[src/rtl/disp_pkg.sv]
// Shared definitions for the serial display arbiter.
//   state_e : transfer engine states
//   CH_SEG  : channel id of the 7-segment chain (req/grant bit 0)
//   CH_LED  : channel id of the LED chain (req/grant bit 1)
package disp_pkg;

   typedef enum logic [2:0] {
      IDLE,
      LOAD,
      SHIFT_LO,
      SHIFT_HI,
      LATCH
   } state_e;

   localparam logic CH_SEG = 1'b0;
   localparam logic CH_LED = 1'b1;

endpackage

[src/rtl/rr_arb2.sv]
// Two-requester round-robin arbiter (combinational).
//   req       : request per channel, indexed by CH_SEG / CH_LED
//   grant_en  : arbitration allowed this cycle
//   last      : channel served most recently
//   grant     : one-hot grant (all zero when disabled or nothing requested)
//   last_next : value of last after this cycle's grant
module rr_arb2
   import disp_pkg::*;
(
   input  logic [1:0] req,
   input  logic       grant_en,
   input  logic       last,
   output logic [1:0] grant,
   output logic       last_next
);

   always_comb begin
      grant     = 2'b00;
      last_next = last;
      if (grant_en) begin
         if (req[CH_SEG] && req[CH_LED]) begin
            // Tie goes to the channel not served last.
            if (last == CH_LED) begin
               grant[CH_SEG] = 1'b1;
            end else begin
               grant[CH_LED] = 1'b1;
            end
         end else begin
            grant = req;
         end
         if (grant[CH_SEG]) begin
            last_next = CH_SEG;
         end else if (grant[CH_LED]) begin
            last_next = CH_LED;
         end
      end
   end

endmodule

[src/rtl/serial_disp_arbiter.sv]
// Shared shift-out engine for the 7-segment chain and the LED chain.
// Grants the two channels round-robin, shifts the granted word out MSB-first
// on that chain's clk/sout pins, then pulses the chain's parallel-enable.
//   clk_100mhz, rst             : system clock, synchronous active-high reset
//   seg_req/seg_data/seg_ack    : 7-seg requester handshake (data taken in ack cycle)
//   led_req/led_data/led_ack    : LED requester handshake (data taken in ack cycle)
//   seg_clk/sout/clrn/pen       : 7-seg chain pins
//   led_clk/sout/clrn/pen       : LED chain pins
//   busy                        : high from LOAD through LATCH
module serial_disp_arbiter
   import disp_pkg::*;
#(
   parameter int unsigned SEG_BITS = 64,
   parameter int unsigned LED_BITS = 16,
   parameter int unsigned CLK_DIV  = 4
) (
   input  logic                clk_100mhz,
   input  logic                rst,
   input  logic                seg_req,
   input  logic [SEG_BITS-1:0] seg_data,
   output logic                seg_ack,
   input  logic                led_req,
   input  logic [LED_BITS-1:0] led_data,
   output logic                led_ack,
   output logic                seg_clk,
   output logic                seg_sout,
   output logic                seg_clrn,
   output logic                seg_pen,
   output logic                led_clk,
   output logic                led_sout,
   output logic                led_clrn,
   output logic                led_pen,
   output logic                busy
);

   localparam int unsigned CW = $clog2(SEG_BITS) + 1;
   localparam int unsigned PW = $clog2(CLK_DIV) + 1;
   localparam logic [PW-1:0] PHASE_LAST = PW'(CLK_DIV - 1);
   localparam logic [CW-1:0] SEG_CNT    = CW'(SEG_BITS);
   localparam logic [CW-1:0] LED_CNT    = CW'(LED_BITS);

   state_e              state_q;
   logic                last_q;
   logic                chan_q;
   logic [SEG_BITS-1:0] shreg_q;
   logic [CW-1:0]       bit_cnt_q;
   logic [PW-1:0]       phase_q;
   logic                clrn_q;

   logic [1:0] grant;
   logic       last_next;
   logic       phase_done;

   assign phase_done = (phase_q == PHASE_LAST);

   rr_arb2 u_arb (
      .req       ({led_req, seg_req}),
      .grant_en  (state_q == IDLE),
      .last      (last_q),
      .grant     (grant),
      .last_next (last_next)
   );

   always_ff @(posedge clk_100mhz) begin
      if (rst) begin
         state_q   <= IDLE;
         last_q    <= CH_LED;
         chan_q    <= CH_SEG;
         shreg_q   <= '0;
         bit_cnt_q <= '0;
         phase_q   <= '0;
         clrn_q    <= 1'b0;
      end else begin
         clrn_q <= 1'b1;
         unique case (state_q)
            IDLE: begin
               if (|grant) begin
                  state_q <= LOAD;
                  chan_q  <= grant[CH_LED] ? CH_LED : CH_SEG;
                  last_q  <= last_next;
               end
            end
            LOAD: begin
               phase_q <= '0;
               state_q <= SHIFT_LO;
               if (chan_q == CH_SEG) begin
                  shreg_q   <= seg_data;
                  bit_cnt_q <= SEG_CNT;
               end else begin
                  // Left-justify so the LED word's MSB sits at the shared MSB tap.
                  shreg_q   <= SEG_BITS'(led_data) << (SEG_BITS - LED_BITS);
                  bit_cnt_q <= LED_CNT;
               end
            end
            SHIFT_LO: begin
               if (phase_done) begin
                  phase_q <= '0;
                  state_q <= SHIFT_HI;
               end else begin
                  phase_q <= phase_q + 1'b1;
               end
            end
            SHIFT_HI: begin
               if (phase_done) begin
                  phase_q   <= '0;
                  shreg_q   <= shreg_q << 1;
                  bit_cnt_q <= bit_cnt_q - 1'b1;
                  state_q   <= (bit_cnt_q == CW'(1)) ? LATCH : SHIFT_LO;
               end else begin
                  phase_q <= phase_q + 1'b1;
               end
            end
            LATCH: begin
               if (phase_done) begin
                  phase_q <= '0;
                  state_q <= IDLE;
               end else begin
                  phase_q <= phase_q + 1'b1;
               end
            end
            default: state_q <= IDLE;
         endcase
      end
   end

   // Pins decode from registered state only; the idle chain stays all-zero.
   logic in_shift;
   logic msb;
   logic is_seg;

   always_comb begin
      in_shift = (state_q == SHIFT_LO) || (state_q == SHIFT_HI);
      msb      = shreg_q[SEG_BITS-1];
      is_seg   = (chan_q == CH_SEG);

      seg_ack  = (state_q == LOAD) && is_seg;
      led_ack  = (state_q == LOAD) && !is_seg;
      seg_clk  = (state_q == SHIFT_HI) && is_seg;
      led_clk  = (state_q == SHIFT_HI) && !is_seg;
      seg_sout = in_shift && is_seg && msb;
      led_sout = in_shift && !is_seg && msb;
      seg_pen  = (state_q == LATCH) && is_seg;
      led_pen  = (state_q == LATCH) && !is_seg;
      seg_clrn = clrn_q;
      led_clrn = clrn_q;
      busy     = (state_q != IDLE);
   end

endmodule
[config.mk]
export PLATFORM = sky130hd
export DESIGN_NAME = serial_disp_arbiter
export DESIGN_NICKNAME = d
export VERILOG_FILES = /design/src/rtl/disp_pkg.sv /design/src/rtl/rr_arb2.sv /design/src/rtl/serial_disp_arbiter.sv
export SDC_FILE = /design/constraint.sdc
export NUM_CORES = 1
export LEC_CHECK = 0
export BUFFER_PORTS_ARGS = -buffer_cell sky130_fd_sc_hd__buf_4
export CORE_MARGIN = 10
export CORE_UTILIZATION = 30
export DETAILED_ROUTE_END_ITERATION = 10
export GPL_ROUTABILITY_DRIVEN = 1
export PLACE_DENSITY = 0.48
export SYNTH_ARGS = -nofsm -noshare
export SYNTH_HDL_FRONTEND = slang
export SYNTH_SLANG_ARGS = --single-unit
[constraint.sdc]
create_clock -name clk_100mhz -period 5.4 [get_ports clk_100mhz]
set_input_delay 1.62 -clock clk_100mhz [delete_from_list [all_inputs] [get_ports clk_100mhz]]
set_output_delay 1.62 -clock clk_100mhz [all_outputs]
set_load 0.1 [all_outputs]
==> summary.txt, run 1 <==
Worst setup path
  – CP peak stage delay: 0.54 ns
  – Crit path capture type: primary output
  – Critical-path cell list: nor2_1 -> nand2_1 -> nor2_1 -> buf_4
  – Reg2reg start: state_q[1]
  – Maximum fanout along the worst path: 19
  – WS Path Type: reg2out
  – Startpoint Class: register
  – Max stage delay cell, worst path: nor2_1
  – FF-to-FF End: shreg_q[36]
  – Worst EP arrival: 1.96 ns
  – Reg2reg setup slack: 2.95 ns
  – Req. time, crit path: 3.78 ns
  – Cell repeated most along the worst path: nor2_1
  – R2R depth: 5

Power
  – PD cells: 335.8 nW/um2
  – Leakage: 1.887 nW
  – VDD IR max: 0.1375 mV

Place
  – RePlAce Congestion: 0.7489
  – Placed cell count: 715
  – DP Area: 4747 um2
  – Hpwl dp: 6.704 mm
  – Input/output buffers: 94

Detailed routing
  – Top Layer Used: met4
  – Via-to-Cell Ratio: 4.952
  – Met1 WL: 5.390 mm
  – Final wirelength: 10.60 mm
  – WL per Instance: 14.49 um
  – TritonRoute pass-1 iters: 4
  – Residual DRC: 0
  – Via count: 3620
  – DR iter-0 viols: 221
  – Routed wl met2: 4.493 mm
  – Met3 WL: 559 um
  – Antenna-violating nets left: 0

CTS
  – CTS tree: done
  – Clock buffer depth: 2
  – CTS Buf Count: 9
  – Clk_lat worst skew: 0.33 ns
  – H-tree depth: 3
  – Post-CTS Setup Inserts: 0
  – CTS Sinks: 80
  – CTS Hold Buffers Added: 0
  – Clock-pin slew on the worst setup and hold paths: 0.06 ns
  – Post-CTS resize count: 0
  – Root Buffer: clkbuf_16

Finish
  – Finished Layout Cells: 731
  – Final instance area: 5081 um2
  – Final nets: 637
  – Layout cells sized above 1: 0.2144
  – Post-layout util: 0.3852
  – Synth-to-Final Area Change: 26.39%
  – Antenna diode count: 0
  – Commonest non-fill, non-tap cells in the layout: 98 x buf_4, 79 x dfxtp_1, 61 x nor2_1, 51 x nor3_1, 51 x a211oi_1
  – Most common cell after layout, fill and taps aside: buf_4
  – Fillcell total: 1370

Yosys
  – Synthesized Nets: 580
  – Flops & latches, synth: 80
  – Synthesized area per cell: 8.154 um2
  – Mapped Area: 4020 um2
  – Synth Flop Type: dfxtp_1
  – Distinct cells, synth: 41
  – EDFF count, synth: 0
  – Post-synthesis sequential area ratio: 0.3984
  – Cell count after synthesis: 493
  – Yosys warnings: 0
  – Asr flop ratio synth: 0

Timing
  – Final hold slack: 0.4544 ns
  – F_max: 0.2790 GHz
  – Final Setup Violations: 0
  – Post-route minimum period: 3.584 ns
  – Worst-Margin Slew: 0.9602 ns
  – Setup TNS: 0 ns
  – Final hold vios: 0
  – Final worst-path cycle share: 0.6637
  – Pins Over Slew Limit: 0
  – Relative slew slack: 0.3598
  – Skew final: 0.003246 ns
  – RSZ-0062 raised after global routing: false

Worst hold path
  – Hold WC Path Type: reg2reg
  – Hold Crit Depth: 2
  – Worst Hold Launch: shreg_q[52]
  – Hold EP: shreg_q[52]

GRT
  – Vias in the first global route: 3557
  – GRT Util Overall: 0.1145
  – Overflow after GRT: 0
  – Antenna violations before repair: 0
  – First-pass GRT wire length: 17.39 mm
  – Largest net degree at the start of global routing: 99

Floorplan
  – # IOs: 95
  – Die area: 18430 um2
  – Core area: 13190 um2
  – Std-Cell Rows: 42
  – Initial Util: 0.3048
  – Die height: 135.8 um
  – Die W: 135.8 um

Status
  – Status: complete, no violations

Flow run
  – Max-cap violations: 0
-- worst max-delay path by stage --
stage / endpoint / depth (start not counted) / from
after global routing: seg_pen / 4 / state_q[1]
after detailed placement: seg_pen / 4 / state_q[1]
after CTS: seg_pen / 4 / state_q[1]
after floorplan: seg_ack / 3 / chan_q
final: seg_pen / 4 / state_q[1]
after global placement: seg_clk / 4 / state_q[1]
-- cell usage after synthesis, types with 2 or more instances --
| cell | number | area [um2] |
|---|---|---|
| nand4_1 | 2 | 12.51 |
| and2_1 | 3 | 18.77 |
| clkbuf_1 | 31 | 116.4 |
| nand2b_1 | 3 | 18.77 |
| nor2b_1 | 2 | 12.51 |
| xnor2_1 | 4 | 35.03 |
| buf_2 | 13 | 65.06 |
| nor3_1 | 51 | 255.2 |
| o21ai_0 | 4 | 20.02 |
| nand3_1 | 4 | 20.02 |
| or3_1 | 2 | 12.51 |
| a211oi_1 | 51 | 382.9 |
| o211ai_1 | 17 | 127.6 |
| nor2_1 | 61 | 229.0 |
| a21oi_1 | 22 | 110.1 |
| dfxtp_1 | 80 | 1602 |
| buf_4 | 6 | 45.04 |
| nand2_1 | 42 | 157.7 |
| mux2i_1 | 17 | 170.2 |
| nor3b_1 | 47 | 352.8 |
| ha_1 | 3 | 37.54 |
| nor4_1 | 2 | 12.51 |
| and3_1 | 2 | 12.51 |
| inv_1 | 6 | 22.52 |
| a2111oi_2 | 2 | 30.03 |
-- through the flow --
stage | power (mW) | setup WS, ns
after CTS | 1.738 | 1.782
after global routing | 1.804 | 1.584
final | 1.706 | 1.816
after detailed placement | 1.047 | 2.153
after global placement | 1.042 | 2.189
after floorplan | 0.9521 | 1.035
-- sequential cells by signal, indices dropped and copies added (netlist names) --
| signal | count |
|---|---|
| state_q | 3 |
| led_clrn | 1 |
| last_q | 1 |
| bit_cnt_q | 7 |
| phase_q | 3 |
| chan_q | 1 |
| shreg_q | 64 |
-- power by group --
part           total (mW)  switching (mW)  internal (mW)
Clock               0.676           0.233          0.443
Sequential          0.695          0.0435          0.652
Combinational       0.335           0.190          0.145
Total                1.71           0.467           1.24
-- critical path: cells and delay by family (launching register included) --
family	cells	cell delay (ns)
buf+inv	1	0.30
flops	1	0.53
simple gates	3	0.79
-- routing by layer --
layer | up-vias | GRT usage
met5 | - | 0
met4 | 0 | 0.04486
met3 | 10 | 0.03561
met2 | 70 | 0.1722
met1 | 1649 | 0.1489
li1 | 1891 | -
-- logic make-up (layout without fill, tap and decap cells) --
family          count (synthesis)  after routing  synth area share
simple gates                  227            227            0.2898
compound gates                104            104            0.1858
flops                          80             80            0.3984
buf+inv                        58            120           0.06567
mux                            17             17           0.04233
xor+xnor                        4              4          0.008714
fa+ha+maj                       3              3          0.009338
-- cell type report --
type / instances / area, um2 / area share
repair buffers: 98 / 735.7 / 0.1448
well taps: 176 / 220.2 / 0.04334
clock inverters: 2 / 60.06 / 0.01182
inverters: 6 / 22.52 / 0.004432
flip-flops and latches: 80 / 1603 / 0.3154
clock buffers: 14 / 274.0 / 0.05393
multi-input cells: 355 / 2166 / 0.4263
Power figures use the tool's default switching activity.
==> run 2, diff against run 1 <==
--- a/config.mk
+++ b/config.mk
@@ -5,12 +5,13 @@
 export SDC_FILE = /design/constraint.sdc
 export NUM_CORES = 1
 export LEC_CHECK = 0
+export ABC_AREA = 1
 export BUFFER_PORTS_ARGS = -buffer_cell sky130_fd_sc_hd__buf_4
 export CORE_MARGIN = 10
 export CORE_UTILIZATION = 30
 export DETAILED_ROUTE_END_ITERATION = 10
 export GPL_ROUTABILITY_DRIVEN = 1
-export PLACE_DENSITY = 0.48
+export PLACE_DENSITY = 0.5
 export SYNTH_ARGS = -nofsm -noshare
 export SYNTH_HDL_FRONTEND = slang
 export SYNTH_SLANG_ARGS = --single-unit
==> constraint.sdc (replaced) <==
create_clock -name clk_100mhz -period 3.1 [get_ports clk_100mhz]
set_input_delay 0.93 -clock clk_100mhz [delete_from_list [all_inputs] [get_ports clk_100mhz]]
set_output_delay 0.93 -clock clk_100mhz [all_outputs]
set_load 0.1 [all_outputs]
==> run 2 against run 1 <==
Effect of this change: largest cell class unchanged; clock skew up 0.0049 ns; clock-buffer cell count shrank 5; worst setup slack got worse by 1.3 ns; first-iteration DRC count grew 19%; register-to-register slack got worse by 2.0 ns; design area down 2.6%; highest routed layer unchanged; critical path depth grew 2.
==> summary.txt, run 2 <==
Status
  – Status: complete, no violations

Yosys
  – Largest cells by area after synthesis: dfxtp_1 42%, nand2_1 16%, a21oi_1 14%, o21ai_0 5.8%, nand3_1 4.0%
  – Synthesized area per cell: 6.892 um2 (-15%)
  – Yosys warnings: 0 (unchanged)
  – Most common library cells after synthesis: 159 x nand2_1, 105 x a21oi_1, 80 x dfxtp_1
  – Asr flop ratio synth: 0 (unchanged)
  – Most frequent cell after synthesis: nand2_1
  – Distinct cells, synth: 24 (-41%)
  – Post-synthesis sequential area ratio: 0.4217 (+0.02336)
  – EDFF count, synth: 0 (unchanged)
  – Cell count after synthesis: 551 (+12%)
  – Synth area leader: dfxtp_1
  – Mapped Area: 3797 um2 (-5.5%)
  – Synth Flop Type: dfxtp_1
  – Synthesized Nets: 638 (+10%)
  – Synth top area share: 0.4217 (+0.02336)
  – Flops & latches, synth: 80 (unchanged)

Detailed routing
  – TritonRoute pass-1 iters: 6 (+2)
  – Via count: 3793 (+4.8%)
  – WL per Instance: 13.04 um (-10%)
  – Antenna-violating nets left: 0 (unchanged)
  – Residual DRC: 0 (unchanged)
  – DR iter-0 viols: 263 (+19%)
  – Final wirelength: 10.42 mm (-1.7%)
  – Via-to-Cell Ratio: 4.747 (-4.1%)

Finish
  – Final nets: 709 (+11%)
  – Top flop regs: shreg_q (64), bit_cnt_q (7)
  – Antenna diode count: 0 (unchanged)
  – Most common cell after layout, fill and taps aside: nand2_1
  – Most flop-heavy register: shreg_q
  – Synth-to-Final Area Change: 30.31%
  – Commonest non-fill, non-tap cells in the layout: 158 x nand2_1, 105 x a21oi_1, 100 x buf_4, 80 x dfxtp_1, 44 x o21ai_0
  – Layout cells sized above 1: 0.1994 (-0.01505)
  – Max reg flops: 64 (unchanged)

Worst hold path
  – Hold EP: phase_q[2]
  – Hold WC Path Type: reg2reg
  – Worst Hold Launch: phase_q[2]
  – Hold Crit Depth: 2 (unchanged)

Timing
  – Setup TNS: 0 ns (unchanged)
  – Skew final: 0.008180 ns (+0.004934 ns)
  – RSZ-0062 raised after global routing: false
  – Final worst-path cycle share: 0.8315
  – Post-route minimum period: 2.578 ns
  – Relative slew slack: 0.2882 (-0.07169)
  – Final hold vios: 0 (unchanged)
  – Worst-Margin Slew: 1.065 ns (+0.1050 ns)
  – Pins Over Slew Limit: 0 (unchanged)
  – F_max: 0.3880 GHz
  – Final Setup Violations: 0 (unchanged)

Worst setup path
  – WS Path Type: reg2out
  – Crit path capture type: primary output
  – CP peak stage delay: 0.42 ns (-0.12 ns)
  – R2R depth: 8 (+3)
  – Maximum fanout along the worst path: 20 (+1)
  – Critical-path cell list: nand2_1 -> inv_1 -> nand2_1 -> buf_4 -> nor2_1 -> buf_4
  – FF-to-FF End: bit_cnt_q[1]
  – Startpoint Class: register
  – Req. time, crit path: 2.17 ns (-1.61 ns)
  – Max stage delay cell, worst path: dfxtp_1
  – Crit path buffers/inverters: 3 (+2)
  – Worst EP arrival: 1.65 ns (-0.31 ns)
  – CP top delay family: buffers and inverters
  – Reg2reg start: state_q[0]
  – Reg2reg setup slack: 1.00 ns (-1.95 ns)

CTS
  – Post-CTS Setup Inserts: 0 (unchanged)
  – CTS tree: done
  – CTS Buf Count: 9 (unchanged)
  – CTS Sinks: 80 (unchanged)
  – Root Buffer: clkbuf_16
  – Clock-pin slew on the worst setup and hold paths: 0.06 ns (about the same)
  – Clock buffer depth: 2 (unchanged)
  – Post-CTS resize count: 0 (unchanged)
  – CTS Hold Buffers Added: 0 (unchanged)
  – H-tree depth: 3 (unchanged)
  – Clk_lat worst skew: 0.33 ns (about the same)

Power
  – Total power: 4.890 mW (+190%)
  – Leakage: 2.410 nW (+28%)
  – PD cells: 988.1 nW/um2 (+190%)
  – VDD IR max: 0.4099 mV (+200%)

GRT
  – Largest net degree at the start of global routing: 92 (-7.1%)
  – Overflow after GRT: 0 (unchanged)
  – Antenna violations before repair: 0 (unchanged)
  – Vias in the first global route: 3812 (+7.2%)
  – First-pass GRT wire length: 17.57 mm (+1.0%)
  – GRT Util Overall: 0.1152 (+0.0006672)

Flow run
  – Max-cap violations: 0 (unchanged)

Place
  – Input/output buffers: 94 (unchanged)
  – RePlAce Congestion: 0.7618 (+1.7%)
  – Hpwl dp: 7.055 mm (+5.2%)

Floorplan
  – # IOs: 95 (unchanged)
  – Std-Cell Rows: 41 (-2.4%)
  – Die area: 17560 um2 (-4.7%)
  – Core area: 12520 um2 (-5.1%)
  – Die W: 132.5 um (-2.4%)
  – Die height: 132.5 um (-2.4%)
  – Initial Util: 0.3034 (-0.001402)
==> run 2: cell type report <==
cell class                      count  area [um2]
Inverter                           24       90.09
Fill cell                        1357        7569
Tap cell                          172       215.2
Clock inverter                      7       108.9
Clock buffer                        9       225.2
Timing Repair Buffer              101       770.7
Sequential cell                    80        1602
Multi-Input combinational cell    406        1937
==> run 2: report_power, final <==
group / internal, mW / switching, mW / leakage (nW) / total, mW
clock network: 0.724 / 0.447 / 0.164 / 1.17
registers: 1.45 / 0.231 / 0.658 / 1.68
logic: 0.668 / 1.37 / 1.59 / 2.03
total: 2.85 / 2.04 / 2.41 / 4.89
==> run 2: routing by layer <==
layer	track usage	up-vias	wire length, um
met3	0.03142	2	374
li1	-	1985	-
met2	0.1983	54	5118
met5	0	-	0
met4	0.02384	0	57
met1	0.1401	1752	4865
==> run 2: metrics by stage <==
step	setup WS [ns]	instances	utilization	hold WS, ns	instance area, um2
after floorplan	0.09450	551	-	0.4218	3807
after global placement	0.9056	783	0.3687	0.4334	4614
after detailed placement	0.8880	783	0.3687	0.4378	4614
after CTS	0.5054	799	0.3953	0.4490	4949
after global routing	0.4077	799	0.3953	0.4899	4949
final	0.5224	799	0.3953	0.4495	4949
==> run 2: logic make-up after synthesis <==
family | Yosys count | synth area share
AND/OR/NAND/NOR | 225 | 0.2389
adder cells (fa/ha/maj) | 3 | 0.009886
buffers and inverters | 65 | 0.07347
AO/OA/AOI/OAI | 178 | 0.2560
flip-flops | 80 | 0.4217
==> run 2: worst reg2reg max path: stages (launching register included) <==
cell and delay [ns]:
dfxtp_1 0.42, nand2_1 0.13, nor2_4 0.22, nand2_1 0.10, nand2_2 0.08, buf_4 0.66
o21ai_0 0.21, o21ai_0 0.12, nor2_1 0.06
==> run 2: how the worst max path moves through the flow <==
stage / start / slack (ns) / endpoint / depth (start not counted)
2_1_floorplan: state_q[0] / 0.09 / led_clk / 5
3_3_place_gp: state_q[0] / 0.91 / led_clk / 6
3_5_place_dp: state_q[0] / 0.89 / led_clk / 6
4_1_cts: state_q[0] / 0.51 / led_clk / 6
5_1_grt: state_q[0] / 0.41 / led_clk / 6
6_report: state_q[0] / 0.52 / led_clk / 6
==> run 3, diff against run 2 <==
--- a/config.mk
+++ b/config.mk
@@ -5,13 +5,13 @@
 export SDC_FILE = /design/constraint.sdc
 export NUM_CORES = 1
 export LEC_CHECK = 0
-export ABC_AREA = 1
+export ABC_AREA = 0
 export BUFFER_PORTS_ARGS = -buffer_cell sky130_fd_sc_hd__buf_4
 export CORE_MARGIN = 10
 export CORE_UTILIZATION = 30
 export DETAILED_ROUTE_END_ITERATION = 10
 export GPL_ROUTABILITY_DRIVEN = 1
-export PLACE_DENSITY = 0.5
+export PLACE_DENSITY = 0.49
 export SYNTH_ARGS = -nofsm -noshare
 export SYNTH_HDL_FRONTEND = slang
 export SYNTH_SLANG_ARGS = --single-unit
==> constraint.sdc (replaced) <==
create_clock -name clk_100mhz -period 2.3 [get_ports clk_100mhz]
set_input_delay 0.69 -clock clk_100mhz [delete_from_list [all_inputs] [get_ports clk_100mhz]]
set_output_delay 0.69 -clock clk_100mhz [all_outputs]
set_load 0.1 [all_outputs]
==> run 3 against run 2 <==
Effect of this change: critical path type unchanged; clock skew fell by 0.0040 ns; clock power rose by 24%; via count fell by 4.6%; highest routed layer unchanged; global-route usage fell by 0.052 points; register-to-register slack got worse by 0.46 ns; worst setup slack got worse by 0.39 ns.
==> summary.txt, run 3 (synthesized netlist as in run 1, its figures left out) <==
Worst setup path
  – Reg2reg start: state_q[2]
  – Reg2reg setup slack: 0.54 ns (-0.46 ns)
  – WS Path Type: reg2out
  – Req. time, crit path: 1.61 ns (-0.56 ns)
  – Crit path capture type: primary output
  – Startpoint Class: register
  – R2R depth: 6 (-2)
  – Worst EP arrival: 1.47 ns (-0.18 ns)
  – FF-to-FF End: bit_cnt_q[1]
  – Maximum fanout along the worst path: 15 (-25%)

GRT
  – GRT Util Overall: 0.1147 (-0.0005246)
  – Vias in the first global route: 3601 (-5.5%)
  – First-pass GRT wire length: 17.62 mm (+0.23%)
  – Antenna violations before repair: 0 (unchanged)
  – Largest net degree at the start of global routing: 99 (+7.6%)
  – Overflow after GRT: 0 (unchanged)

Timing
  – Final hold slack: 0.4535 ns (+0.003924 ns)
  – Final hold vios: 0 (unchanged)
  – Worst-Margin Slew: 0.5854 ns (-0.4799 ns)
  – Setup TNS: 0 ns (unchanged)
  – RSZ-0062 raised after global routing: false
  – Post-route minimum period: 2.163 ns
  – F_max: 0.4623 GHz
  – Skew final: 0.004164 ns (-0.004016 ns)
  – Pins Over Slew Limit: 0 (unchanged)
  – Final worst setup slack: 0.1370 ns (-0.3854 ns)
  – Final Setup Violations: 0 (unchanged)
  – Final worst-path cycle share: 0.9405
  – Relative slew slack: 0.6062 (+0.3180)

CTS
  – CTS tree: done
  – CTS Buf Count: 9 (unchanged)
  – CTS Hold Buffers Added: 0 (unchanged)
  – Post-CTS Setup Inserts: 0 (unchanged)
  – Clock-pin slew on the worst setup and hold paths: 0.06 ns (about the same)
  – Root Buffer: clkbuf_16
  – Clock buffer depth: 2 (unchanged)
  – H-tree depth: 3 (unchanged)
  – Clk_lat worst skew: 0.33 ns (about the same)
  – CTS Sinks: 80 (unchanged)

Floorplan
  – Die area: 18430 um2 (+5.0%)
  – # IOs: 95 (unchanged)
  – Initial Util: 0.3048 (+0.001402)
  – Die height: 135.8 um (+2.5%)
  – Die W: 135.8 um (+2.5%)
  – Core area: 13190 um2 (+5.4%)
  – Std-Cell Rows: 42 (+2.4%)

Finish
  – Most common cell after layout, fill and taps aside: buf_4
  – Final nets: 645 (-9.0%)
  – Synth-to-Final Area Change: 28.60%
  – Max reg flops: 64 (unchanged)
  – Commonest non-fill, non-tap cells in the layout: 103 x buf_4, 76 x dfxtp_1, 58 x nor2_1, 51 x a211oi_1, 50 x nor3_1
  – Antenna diode count: 0 (unchanged)
  – Top flop regs: shreg_q (64), bit_cnt_q (7)
  – Layout cells sized above 1: 0.2438 (+0.04441)
  – Fillcell total: 1357 (unchanged)
  – Most flop-heavy register: shreg_q
  – Post-layout util: 0.3920 (-0.003386)

Detailed routing
  – DR iter-0 viols: 205 (-22%)
  – Routed wl met2: 4.571 mm (-11%)
  – Residual DRC: 0 (unchanged)
  – WL per Instance: 14.33 um (+9.9%)
  – Met1 WL: 5.174 mm (+6.4%)
  – Met3 WL: 757 um (+100%)
  – Antenna-violating nets left: 0 (unchanged)
  – TritonRoute pass-1 iters: 4 (-2)
  – Top Layer Used: met4
  – Via count: 3620 (-4.6%)
  – Via-to-Cell Ratio: 4.905 (+3.3%)
  – Final wirelength: 10.57 mm (+1.5%)

Power
  – Leakage: 1.931 nW (-20%)
  – VDD IR max: 0.4646 mV (+13%)
  – Total power: 3.903 mW (-20%)
  – PD cells: 755.0 nW/um2 (-24%)

Place
  – Hpwl dp: 6.907 mm (-2.1%)
  – RePlAce Congestion: 0.7602 (-0.21%)
  – Input/output buffers: 94 (unchanged)
  – Dpl ws: 0.3571 ns (-0.5308 ns)

Flow run
  – Max-cap violations: 0 (unchanged)

Worst hold path
  – Hold WC Path Type: reg2reg
  – Hold Crit Depth: 2 (unchanged)
  – Hold EP: shreg_q[52]
  – Worst Hold Launch: shreg_q[52]

Status
  – Status: complete, no violations
run 3: worst max path at each step:
stage                     cells past startpoint        from  slack [ns]  endpoint
after global routing                          4  state_q[2]        0.03   led_ack
final                                         3  state_q[2]        0.14   led_clk
after floorplan                               3      chan_q       -0.33   seg_ack
after CTS                                     4  state_q[0]        0.05   led_ack
after detailed placement                      3  state_q[2]        0.36   led_clk
after global placement                        3  state_q[2]        0.38   led_clk
run 3: cell type report:
class | instances | area, um2 | area share
Inverter | 6 | 22.52 | 0.004356
Clock buffer | 12 | 266.5 | 0.05155
Timing Repair Buffer | 106 | 833.3 | 0.1612
Sequential cell | 80 | 1607 | 0.3107
Tap cell | 176 | 220.2 | 0.04259
Clock inverter | 3 | 40.04 | 0.007744
Multi-Input combinational cell | 355 | 2181 | 0.4218
run 3: where the power goes:
part	switching, mW	leakage, nW	internal [mW]
sequential	0.0908	0.658	1.53
clock	0.527	0.154	0.919
combinational	0.468	1.12	0.368
run 3: what timing repair did:
action / in CTS / in global routing
cloned: 0 / 0
pin swaps: 0 / 0
endpoints found under the hold margin: 0 / 0
endpoints found under the setup margin: 1 / 1
gates resized for setup: 1 / 2
run 3: stage by stage:
| step | instances | cell area, um2 |
|---|---|---|
| floorplan | 493 | 4035 |
| global placement | 723 | 4860 |
| detailed placement | 723 | 4860 |
| CTS | 738 | 5167 |
| global route | 738 | 5170 |
| finish | 738 | 5170 |
run 3: worst max-delay path: stages, from the launching register on:
cell     delay [ns]
dfxtp_2        0.39
and3b_4        0.34
and2_2         0.14
buf_4          0.28
run 3: per-layer routing:
layer | track usage | vias up
met1 | 0.1531 | 1635
met4 | 0.03230 | 0
li1 | - | 1896
met5 | 0 | -
met3 | 0.04191 | 7
met2 | 0.1685 | 82
